`src/rtl/key_schedule_ctrl.sv`:
```
// Sequencer for the byte-serial AES-128 key register unit: key load handshake,
// one-hot key-unit strobes, round-constant generation and round-key valid flag.
module key_schedule_ctrl #(
  parameter int NR = 10
) (
  input  logic       clk,
  input  logic       rst,
  input  logic       start,
  input  logic       keyValid,
  output logic       keyReady,
  input  logic       stall,
  output logic       en,
  output logic       doSboxIn,
  output logic       doFirstSubkey,
  output logic       doKeyFirstCol,
  output logic       doKeyOtherCol,
  output logic [7:0] rcon,
  output logic       rconEn,
  output logic       roundKeyValid,
  output logic [3:0] roundIdx,
  output logic [3:0] byteIdx,
  output logic       busy,
  output logic       done
);

  typedef enum logic [2:0] {
    S_IDLE, S_LOAD, S_FSUB, S_SBOX, S_FCOL, S_OCOL, S_DONE
  } state_e;

  localparam logic [3:0] NR_L = 4'(NR);

  state_e     state_q, state_d;
  logic [3:0] byteCnt_q, byteCnt_d;
  logic [3:0] roundCnt_q, roundCnt_d;
  logic [7:0] rcon_q, rcon_d;
  logic       step;

  always_ff @(posedge clk) begin
    if (rst) begin
      state_q    <= S_IDLE;
      byteCnt_q  <= 4'd0;
      roundCnt_q <= 4'd0;
      rcon_q     <= 8'h00;
    end else begin
      state_q    <= state_d;
      byteCnt_q  <= byteCnt_d;
      roundCnt_q <= roundCnt_d;
      rcon_q     <= rcon_d;
    end
  end

  // Everything except the LOAD handshake advances on every non-stalled cycle;
  // LOAD advances only when a key byte is actually accepted.
  always_comb begin
    state_d       = state_q;
    byteCnt_d     = byteCnt_q;
    roundCnt_d    = roundCnt_q;
    rcon_d        = rcon_q;
    keyReady      = 1'b0;
    en            = 1'b0;
    doSboxIn      = 1'b0;
    doFirstSubkey = 1'b0;
    doKeyFirstCol = 1'b0;
    doKeyOtherCol = 1'b0;
    rconEn        = 1'b0;
    roundKeyValid = 1'b0;
    done          = 1'b0;
    busy          = (state_q != S_IDLE);
    step          = ~stall;

    case (state_q)
      S_IDLE: begin
        if (start && step) begin
          state_d    = S_LOAD;
          byteCnt_d  = 4'd0;
          roundCnt_d = 4'd0;
          rcon_d     = 8'h00;
        end
      end
      S_LOAD: begin
        keyReady = step;
        en       = keyValid & step;
        if (en) begin
          if (byteCnt_q == 4'd15) begin
            state_d   = S_FSUB;
            byteCnt_d = 4'd0;
          end else begin
            byteCnt_d = byteCnt_q + 4'd1;
          end
        end
      end
      S_FSUB: begin
        doFirstSubkey = step;
        roundKeyValid = step;
        if (step) begin
          if (byteCnt_q == 4'd15) begin
            state_d    = S_SBOX;
            byteCnt_d  = 4'd0;
            roundCnt_d = 4'd1;
            rcon_d     = 8'h01;
          end else begin
            byteCnt_d = byteCnt_q + 4'd1;
          end
        end
      end
      S_SBOX: begin
        doSboxIn = step;
        if (step) begin
          if (byteCnt_q == 4'd3) begin
            state_d   = S_FCOL;
            byteCnt_d = 4'd0;
          end else begin
            byteCnt_d = byteCnt_q + 4'd1;
          end
        end
      end
      S_FCOL: begin
        doKeyFirstCol = step;
        roundKeyValid = step;
        rconEn        = step && (byteCnt_q == 4'd0);
        if (step) begin
          if (byteCnt_q == 4'd3) begin
            state_d   = S_OCOL;
            byteCnt_d = 4'd0;
          end else begin
            byteCnt_d = byteCnt_q + 4'd1;
          end
        end
      end
      S_OCOL: begin
        doKeyOtherCol = step;
        roundKeyValid = step;
        if (step) begin
          if (byteCnt_q == 4'd11) begin
            byteCnt_d = 4'd0;
            if (roundCnt_q < NR_L) begin
              // Next Rcon is the GF(2^8) doubling of the current one.
              state_d    = S_SBOX;
              roundCnt_d = roundCnt_q + 4'd1;
              rcon_d     = {rcon_q[6:0], 1'b0} ^ (rcon_q[7] ? 8'h1B : 8'h00);
            end else begin
              state_d = S_DONE;
            end
          end else begin
            byteCnt_d = byteCnt_q + 4'd1;
          end
        end
      end
      S_DONE: begin
        done = step;
        if (step) begin
          state_d    = S_IDLE;
          byteCnt_d  = 4'd0;
          roundCnt_d = 4'd0;
          rcon_d     = 8'h00;
        end
      end
      default: state_d = S_IDLE;
    endcase
  end

  assign rcon     = rcon_q;
  assign roundIdx = roundCnt_q;
  assign byteIdx  = byteCnt_q;

endmodule

```
`config.mk`:
```
export PLATFORM = sky130hd
export DESIGN_NAME = key_schedule_ctrl
export DESIGN_NICKNAME = d
export VERILOG_FILES = /design/src/rtl/key_schedule_ctrl.sv
export SDC_FILE = /design/constraint.sdc
export NUM_CORES = 1
export LEC_CHECK = 0
export ABC_CLOCK_PERIOD_IN_PS = 4500
export CORE_MARGIN = 5
export CORE_UTILIZATION = 52
export DETAILED_ROUTE_END_ITERATION = 8
export GPL_ROUTABILITY_DRIVEN = 0
export PLACE_DENSITY_LB_ADDON = 0.15
export REMOVE_ABC_BUFFERS = 1
export SLEW_MARGIN = 0
export SYNTH_ARGS = -nofsm -noshare
export SYNTH_HDL_FRONTEND = slang
export SYNTH_SLANG_ARGS = --single-unit
```
`constraint.sdc`:
```
create_clock -name clk -period 4.5 [get_ports clk]
set_input_delay 0.675 -clock clk [delete_from_list [all_inputs] [get_ports clk]]
set_output_delay 0.675 -clock clk [all_outputs]
set_load 0.03 [all_outputs]
```
==> qor.txt, run 1 <==
Final Cycle Share = 72.1%
IO buf count = 30
Post-synthesis sequential area ratio = 30.5%
DR WL met2 = 1450 µm
Synthesized area = 0.00125 mm²
Top Metal Used = met4
RSZ-0062 raised after global routing = false
Drt drc = 0
Maximum clock insertion buffer count = 2
Most frequent cell after synthesis = dfxtp_1
Hold WS = 0.500 ns
Post-CTS Hold Fix Bufs = 0
Largest area contributor in the netlist = dfxtp_1
R2r setup slk = 2.12 ns
CP arrival = 2.57 ns
Crit path from = stall
Crit. End Element = primary output
Syn Area/Cell = 8.15 µm²
Initial DRC count = 28
CP Max Fanout = 10
Wirelength per Cell = 14.8 µm
Initial Utilization = 55.3%
Least-Margin Pin Slew = 0.740 ns
Syn. warnings = 0
Clk_lat worst skew = 0.32 ns
Max-capacitance violation count = 0
CTS H-tree depth = 1
CTS tree = done
VDD IR max = 160 µV
Reg-to-Reg End = roundIdx[3]
Core area = 0.00225 mm²
Core Util, Final = 68.0%
Fill count = 190
Worst EP required = 3.83 ns
Chip Width = 59.0 µm
Post-Place Cells = 200
Via count = 1173
Relative slew margins = 50.5%
Post-route antenna net violation count = 0
Status = finished clean
R2r worst-path depth = 6
Total global routing overflow = 0
Top cells by area, synth = dfxtp_1 (30%), a21oi_1 (7.2%), nand2b_1 (6.0%), nand3_1 (3.6%), ha_1 (3.0%)
Total GRT Usage = 18.2%
Crit Path Class = in -> out
Rows = 17
Worst r2r src = state_q[2]
Top FF cell, synth = dfxtp_1
Met1 WL = 1380 µm
Layout cells sized above 1 = 9.09%
Final setup violation count = 0
Vert. Die Dim = 59.0 µm
CTS Sinks = 19
Pleak = 0.534 nW
Hold WC Path Type = reg -> reg
Post-CTS sizing = 0
Worst Skew = 0.0162 ns
Worst setup path end = rconEn
Dpl hpwl = 2130 µm
Largest net degree at the start of global routing = 24
Min-delay src = rcon[4]
Top cell type's share of synthesized area = 30.5%
Tmin final = 3.24 ns
Nets@finish = 185
First-pass GRT wire length = 5040 µm
Total CTS buffers = 3
Multi-input combinational cell area = 771 µm²
F_max = 308 MHz
Setup Total Neg Slack = 0 ns
Final Non-Filler Cells = 204
Distinct cell type count after synthesis = 50
CP Launch Type = input pin
Met3 WL = 150 µm
Number of global-route vias before repair = 1153
Max Slew Vio Count = 0
Most common library cells after synthesis = dfxtp_1 (19), a21oi_1 (18), nand2b_1 (12)
Post-DR vias/cell = 5.75
CTS root buf = clkbuf_4
Power Density = 230 mW/mm²
Pre-antenna DRT Iters = 4
Post-synthesis async set-or-reset flop share = 0%
Final hold vios = 0
# diodes = 0
Post-Syn Instances = 153
Postcts setup bufs = 0
#FFs+latches synth = 19
Number of synthesized flops with an enable pin = 0
Reg clk slew, reported paths = 0.13 ns
Post-route cell area = 0.00153 mm²
Area growth from synthesis to layout = 22.9%
Die area = 0.00348 mm²
I/O Pins = 31
Drt total wl = 3010 µm
Initial antenna violation count = 0
Post-DP Area = 0.00151 mm²
FF/Latch Area = 380 µm²
[critical path: stages]
cell	delay [ns]
clkdlybuf4s50_1	0.57
inv_1	0.16
nand2_1	0.08
nor3_1	0.24
and3_1	0.19
clkdlybuf4s50_1	0.66
[per-layer routing]
layer / GRT usage, % / vias up
met5: 0 / -
met4: 5.50 / 0
met3: 4.36 / 5
met2: 31.7 / 30
met1: 22.0 / 541
li1: - / 597
[worst min path at each step]
stage / to / cells after the start
finish: rcon[4] / 2
detailed placement: rcon[6] / 2
floorplan: rcon[1] / 2
global placement: rcon[7] / 2
global route: rcon[4] / 2
CTS: rcon[5] / 2
[cell families (layout without fill, tap and decap cells)]
kind of cell	after synthesis	in the layout	synth area share, %
AND/OR/NAND/NOR	66	66	31.0
AO/OA/AOI/OAI	45	45	23.8
flip-flops	19	19	30.5
buffers and inverters	15	38	7.72
adder cells (fa/ha/maj)	3	3	3.01
XOR/XNOR	3	3	2.11
multiplexers	2	2	1.91
[power breakdown]
group | internal, mW | total (mW) | switching, mW
sequential | 0.172 | 0.182 | 0.0107
combinational | 0.0332 | 0.0780 | 0.0449
clock | 0.0333 | 0.0926 | 0.0593
total | 0.238 | 0.353 | 0.115
[sequential cells by signal, summed over array words and instances (netlist names)]
name,cells
byteIdx,4
rcon,8
roundIdx,4
state_q,3
[cell usage in the layout (no fill, tap or decap), types with 2 or more instances in the layout]
master	count
clkdlybuf4s50_1	30
dfxtp_1	19
a21oi_1	18
nand2b_1	12
nor2_1	9
nand3_1	9
o21ai_0	7
nand2_1	6
nor3_1	5
inv_1	3
nand4b_1	3
xor2_1	3
nor2b_1	3
o31ai_1	3
ha_1	3
clkbuf_4	3
or3_1	2
or2b_1	2
and3_1	2
o22ai_1	2
a211oi_2	2
o21a_1	2
a211oi_1	2
or4_1	2
[through the flow]
stage,setup slack [ns],power (mW)
final,1.26,0.353
after global routing,1.04,0.372
after CTS,1.25,0.357
after detailed placement,1.25,0.264
after global placement,1.31,0.261
after floorplan,1.85,0.234
[layout make-up]
cell class | instances | share of cell area [%]
Sequential cell | 19 | 24.8
Timing Repair Buffer | 31 | 20.1
Clock inverter | 1 | 0.327
Clock buffer | 3 | 1.47
Inverter | 3 | 0.735
Multi-Input combinational cell | 119 | 50.3
Tap cell | 28 | 2.29
No activity file was read; power rests on OpenSTA's default activity.
==> run 2, diff against run 1 <==
ABC_CLOCK_PERIOD_IN_PS = 3160   (was 4500)
CORE_UTILIZATION = 48   (was 52)
clock period = 3.16 ns   (was 4.5 ns; I/O delays follow)
==> run 2 against run 1 <==
Compared with the run above:
- global-route usage decreased by 1.0 points
- sequential share of layout area down 0.28 points
- clock-buffer cell count stayed put
- largest power group unchanged
==> qor.txt, run 2 (synthesis gave the netlist of run 1 again) <==
Initial Utilization = 50.4%
CTS Sinks = 19
Largest net degree at the start of global routing = 21
CTS tree = done
VDD IR max = 244 µV
Max stage delay on crit path = 0.70 ns
IO buf count = 30
Switching share of power = 31.6%
Commonest non-fill, non-tap cell in the layout = clkdlybuf4s50_1
FF/Latch Area = 380 µm²
Max Slew Vio Count = 0
Max FFs per register = 8
Int Power = 0.340 mW
Power Density = 321 mW/mm²
Most frequent cells in the layout = clkdlybuf4s50_1 (30), dfxtp_1 (19), a21oi_1 (18), nand2b_1 (12)
Fill count = 231
Max-capacitance violation count = 0
Worst path top cell family by delay = flip-flops
Clk_lat worst skew = 0.30 ns
Total GRT Usage = 17.2%
Number of global-route vias before repair = 999
Chip Width = 61.0 µm
Wirelength per Cell = 14.2 µm
Drt total wl = 2960 µm
Final hold vios = 0
Worst Skew = 0.00449 ns
Worst EP required = 2.69 ns
Pleak = 0.544 nW
Tmin final = 2.78 ns
Layout cells sized above 1 = 10.1%
Setup Total Neg Slack = 0 ns
Net Sw Power = 0.157 mW
Clock network power share = 25.1%
RSZ-0062 raised after global routing = false
Worst path bufs/invs = 1
Crit-path cells = or3b_4 > a21oi_1 > clkdlybuf4s50_1
Rows = 18
Status = finished clean
CP Max Fanout = 17
CP arrival = 2.30 ns
Drt drc = 0
Core area = 0.00248 mm²
Register share of total power = 52.2%
Hold WC Path Type = reg -> reg
CTS H-tree depth = 1
F_max = 360 MHz
Comb power frac = 22.7%
# diodes = 0
Total global routing overflow = 0
Pre-antenna DRT Iters = 4
First-pass GRT wire length = 4840 µm
Initial antenna violation count = 0
Maximum clock insertion buffer count = 2
Crit. End Element = primary output
Post-DR vias/cell = 5.69
Worst-path cell with the longest stage delay = dfxtp_1
Reg clk slew, reported paths = 0.11 ns
Final Power = 0.498 mW
Area growth from synthesis to layout = 24.3%
Via count = 1184
CP Launch Type = flop
Crit Path Class = reg -> out
Final Cycle Share = 87.9%
I/O Pins = 31
Post-CTS sizing = 0
Least-Margin Pin Slew = 0.642 ns
Multi-input combinational cell area = 771 µm²
Post-CTS Hold Fix Bufs = 0
CTS root buf = clkbuf_4
Final setup violation count = 0
Dpl hpwl = 2110 µm
Initial DRC count = 87
Vert. Die Dim = 61.0 µm
Relative slew margins = 57.1%
Die area = 0.00372 mm²
Total CTS buffers = 3
Postcts setup bufs = 0
Nets@finish = 187
Post-route antenna net violation count = 0
Core Util, Final = 62.6%
==> run 2: metal layers <==
metal	wire, µm	part of all wire, %	global-route usage (%)
met1	1380	47	24.7
met2	1420	48	25.8
met3	141	4.8	4.26
met4	19	0.64	4.02
met5	0	0	0
==> run 2: worst min-delay path, cell delays in order, from the launching register on <==
cell	delay (ns)
dfxtp_1	0.34
nand2b_1	0.07
a21oi_1	0.05
==> run 2: worst paths after layout <==
kind / to / start / cells after the start / slack [ns]
min: rcon[6] / rcon[6] / 2 / 0.49
max reg2reg: rcon[0] / state_q[0] / 6 / 0.63
min reg2reg: rcon[6] / rcon[6] / 2 / 0.49
max: roundKeyValid / state_q[1] / 3 / 0.38
==> run 2: final cells by class <==
cell class	instances	share of cell area (%)
Clock buffer	3	1.45
Clock inverter	1	0.323
Inverter	3	0.726
Multi-Input combinational cell	119	49.7
Sequential cell	19	24.5
Tap cell	30	2.42
Timing Repair Buffer	33	20.8
==> run 2: power groups by stage <==
stage / Sequential (mW) / Clock (mW) / Combinational (mW)
after global routing: 0.262 / 0.146 / 0.123
after CTS: 0.260 / 0.133 / 0.112
after floorplan: 0.265 / 0 / 0.0683
after global placement: 0.264 / 0 / 0.111
final: 0.260 / 0.125 / 0.113
after detailed placement: 0.265 / 0 / 0.112
==> run 2: stage by stage <==
| stage | cell area, µm² | setup slack (ns) | instances | hold slack (ns) |
|---|---|---|---|---|
| after floorplan | 1160 | 0.789 | 141 | 0.543 |
| after global placement | 1520 | 0.608 | 204 | 0.469 |
| after detailed placement | 1520 | 0.565 | 204 | 0.478 |
| after CTS | 1550 | 0.368 | 208 | 0.493 |
| after global routing | 1550 | 0.248 | 208 | 0.511 |
| final | 1550 | 0.382 | 208 | 0.492 |
==> run 3, diff against run 2 <==
RECOVER_POWER = 25   (was unset)
==> run 3 against run 2 <==
Compared with the run above:
- via count rose by 0.51%
- critical endpoint unchanged
- sequential power barely moved
- largest cell class unchanged
- sequential share of layout area unchanged
- cell count did not move
- worst hold slack worse by 0.0028 ns
- design area did not move
==> qor.txt, run 3 (synthesis gave the netlist of run 1 again) <==
Post-Place Cells = 204
F_max = 361 MHz
CP Max Fanout = 17
Max FFs per register = 8
Relative slew margins = 57.7%
Post-Place Worst Slack = 0.565 ns
Largest net degree at the start of global routing = 21
Core Util, Final = 62.6%
Number of global-route vias before repair = 999
Crit Path Class = reg -> out
Hold WS = 0.489 ns
RSZ-0062 raised after global routing = false
CP arrival = 2.30 ns
Post-DP Area = 0.00152 mm²
Postcts setup bufs = 0
Slack of the critical path = 0.390 ns
Wirelength per Cell = 14.2 µm
CTS Sinks = 19
Final hold vios = 0
Pleak = 0.582 nW
Drt drc = 0
I/O Pins = 31
IO buf count = 30
Total global routing overflow = 0
Max Slew Vio Count = 0
CTS root buf = clkbuf_4
Chip Width = 61.0 µm
Initial DRC count = 89
GRT busiest layer = met2
Via count = 1190
Pre-antenna DRT Iters = 4
Fill count = 231
Initial Utilization = 50.4%
Area growth from synthesis to layout = 24.3%
Setup Total Neg Slack = 0 ns
Least-Margin Pin Slew = 0.630 ns
Core area = 0.00248 mm²
VDD IR max = 247 µV
Drt total wl = 2950 µm
Met2 Usage GRT = 25.8%
# diodes = 0
CTS tree = done
Layout cells sized above 1 = 10.1%
Final Cycle Share = 87.7%
Worst Skew = 0.00581 ns
Post-CTS Hold Fix Bufs = 0
Initial antenna violation count = 0
Reg clk slew, reported paths = 0.11 ns
Post-route antenna net violation count = 0
CTS H-tree depth = 1
Crit. End Element = primary output
Post-route cell area = 0.00155 mm²
Worst EP required = 2.69 ns
Hold WC Path Type = reg -> reg
Final Power = 0.498 mW
First-pass GRT wire length = 4840 µm
Final Non-Filler Cells = 208
Total CTS buffers = 3
Maximum clock insertion buffer count = 2
Post-DR vias/cell = 5.72
Most frequent cells in the layout = dfxtp_1 (19), clkdlybuf4s50_1 (19), a21oi_1 (18), nand2b_1 (12), dlygate4sd3_1 (11)
Nets@finish = 187
Final setup violation count = 0
GRT met3 Usage = 4.26%
Status = finished clean
Met1 usage = 24.7%
Tmin final = 2.77 ns
Dpl hpwl = 2110 µm
Power Density = 321 mW/mm²
Total GRT Usage = 17.2%
Rows = 18
Post-CTS sizing = 0
Die area = 0.00372 mm²
CP Launch Type = flop
Max-capacitance violation count = 0
Vert. Die Dim = 61.0 µm
Clk_lat worst skew = 0.30 ns
-- run 3: cell types whose count changed in the layout (fill, tap and decap cells not counted) --
| cell | previous run | this run |
|---|---|---|
| dlygate4sd3_1 | 0 | 11 |
| clkdlybuf4s50_1 | 30 | 19 |
-- run 3: where the power goes --
| group | total, mW | internal [mW] | switching (mW) |
|---|---|---|---|
| Combinational | 0.112 | 0.0485 | 0.0640 |
| Clock | 0.126 | 0.0472 | 0.0786 |
| Sequential | 0.260 | 0.244 | 0.0155 |
| Total | 0.498 | 0.340 | 0.158 |
-- run 3: layout make-up --
type | count | area [µm²] | area share [%]
Clock inverter | 1 | 5.00 | 0.323
Clock buffer | 3 | 22.5 | 1.45
Multi-Input combinational cell | 119 | 771 | 49.7
Tap cell | 30 | 37.5 | 2.42
Sequential cell | 19 | 380 | 24.5
Timing Repair Buffer | 33 | 323 | 20.8
Inverter | 3 | 11.3 | 0.726
-- run 3: critical path: stages, from the launching register on --
cell and delay (ns):
dfxtp_1 0.69, or3b_4 0.47, a21oi_1 0.14, clkdlybuf4s50_1 0.69
-- run 3: worst paths after layout --
path                            depth (start not counted)       start  slack, ns            end
worst max-delay path                                    3  state_q[1]       0.39  roundKeyValid
worst min-delay path                                    2     rcon[6]       0.49        rcon[6]
worst max register to register                          6  state_q[0]       0.63        rcon[0]
worst min register to register                          2     rcon[6]       0.49        rcon[6]
-- run 3: layer usage --
layer | wire (µm) | vias to the layer above
met2 | 1410 | 32
met5 | 0 | -
li1 | - | 602
met4 | 19 | 0
met3 | 151 | 2
met1 | 1370 | 554
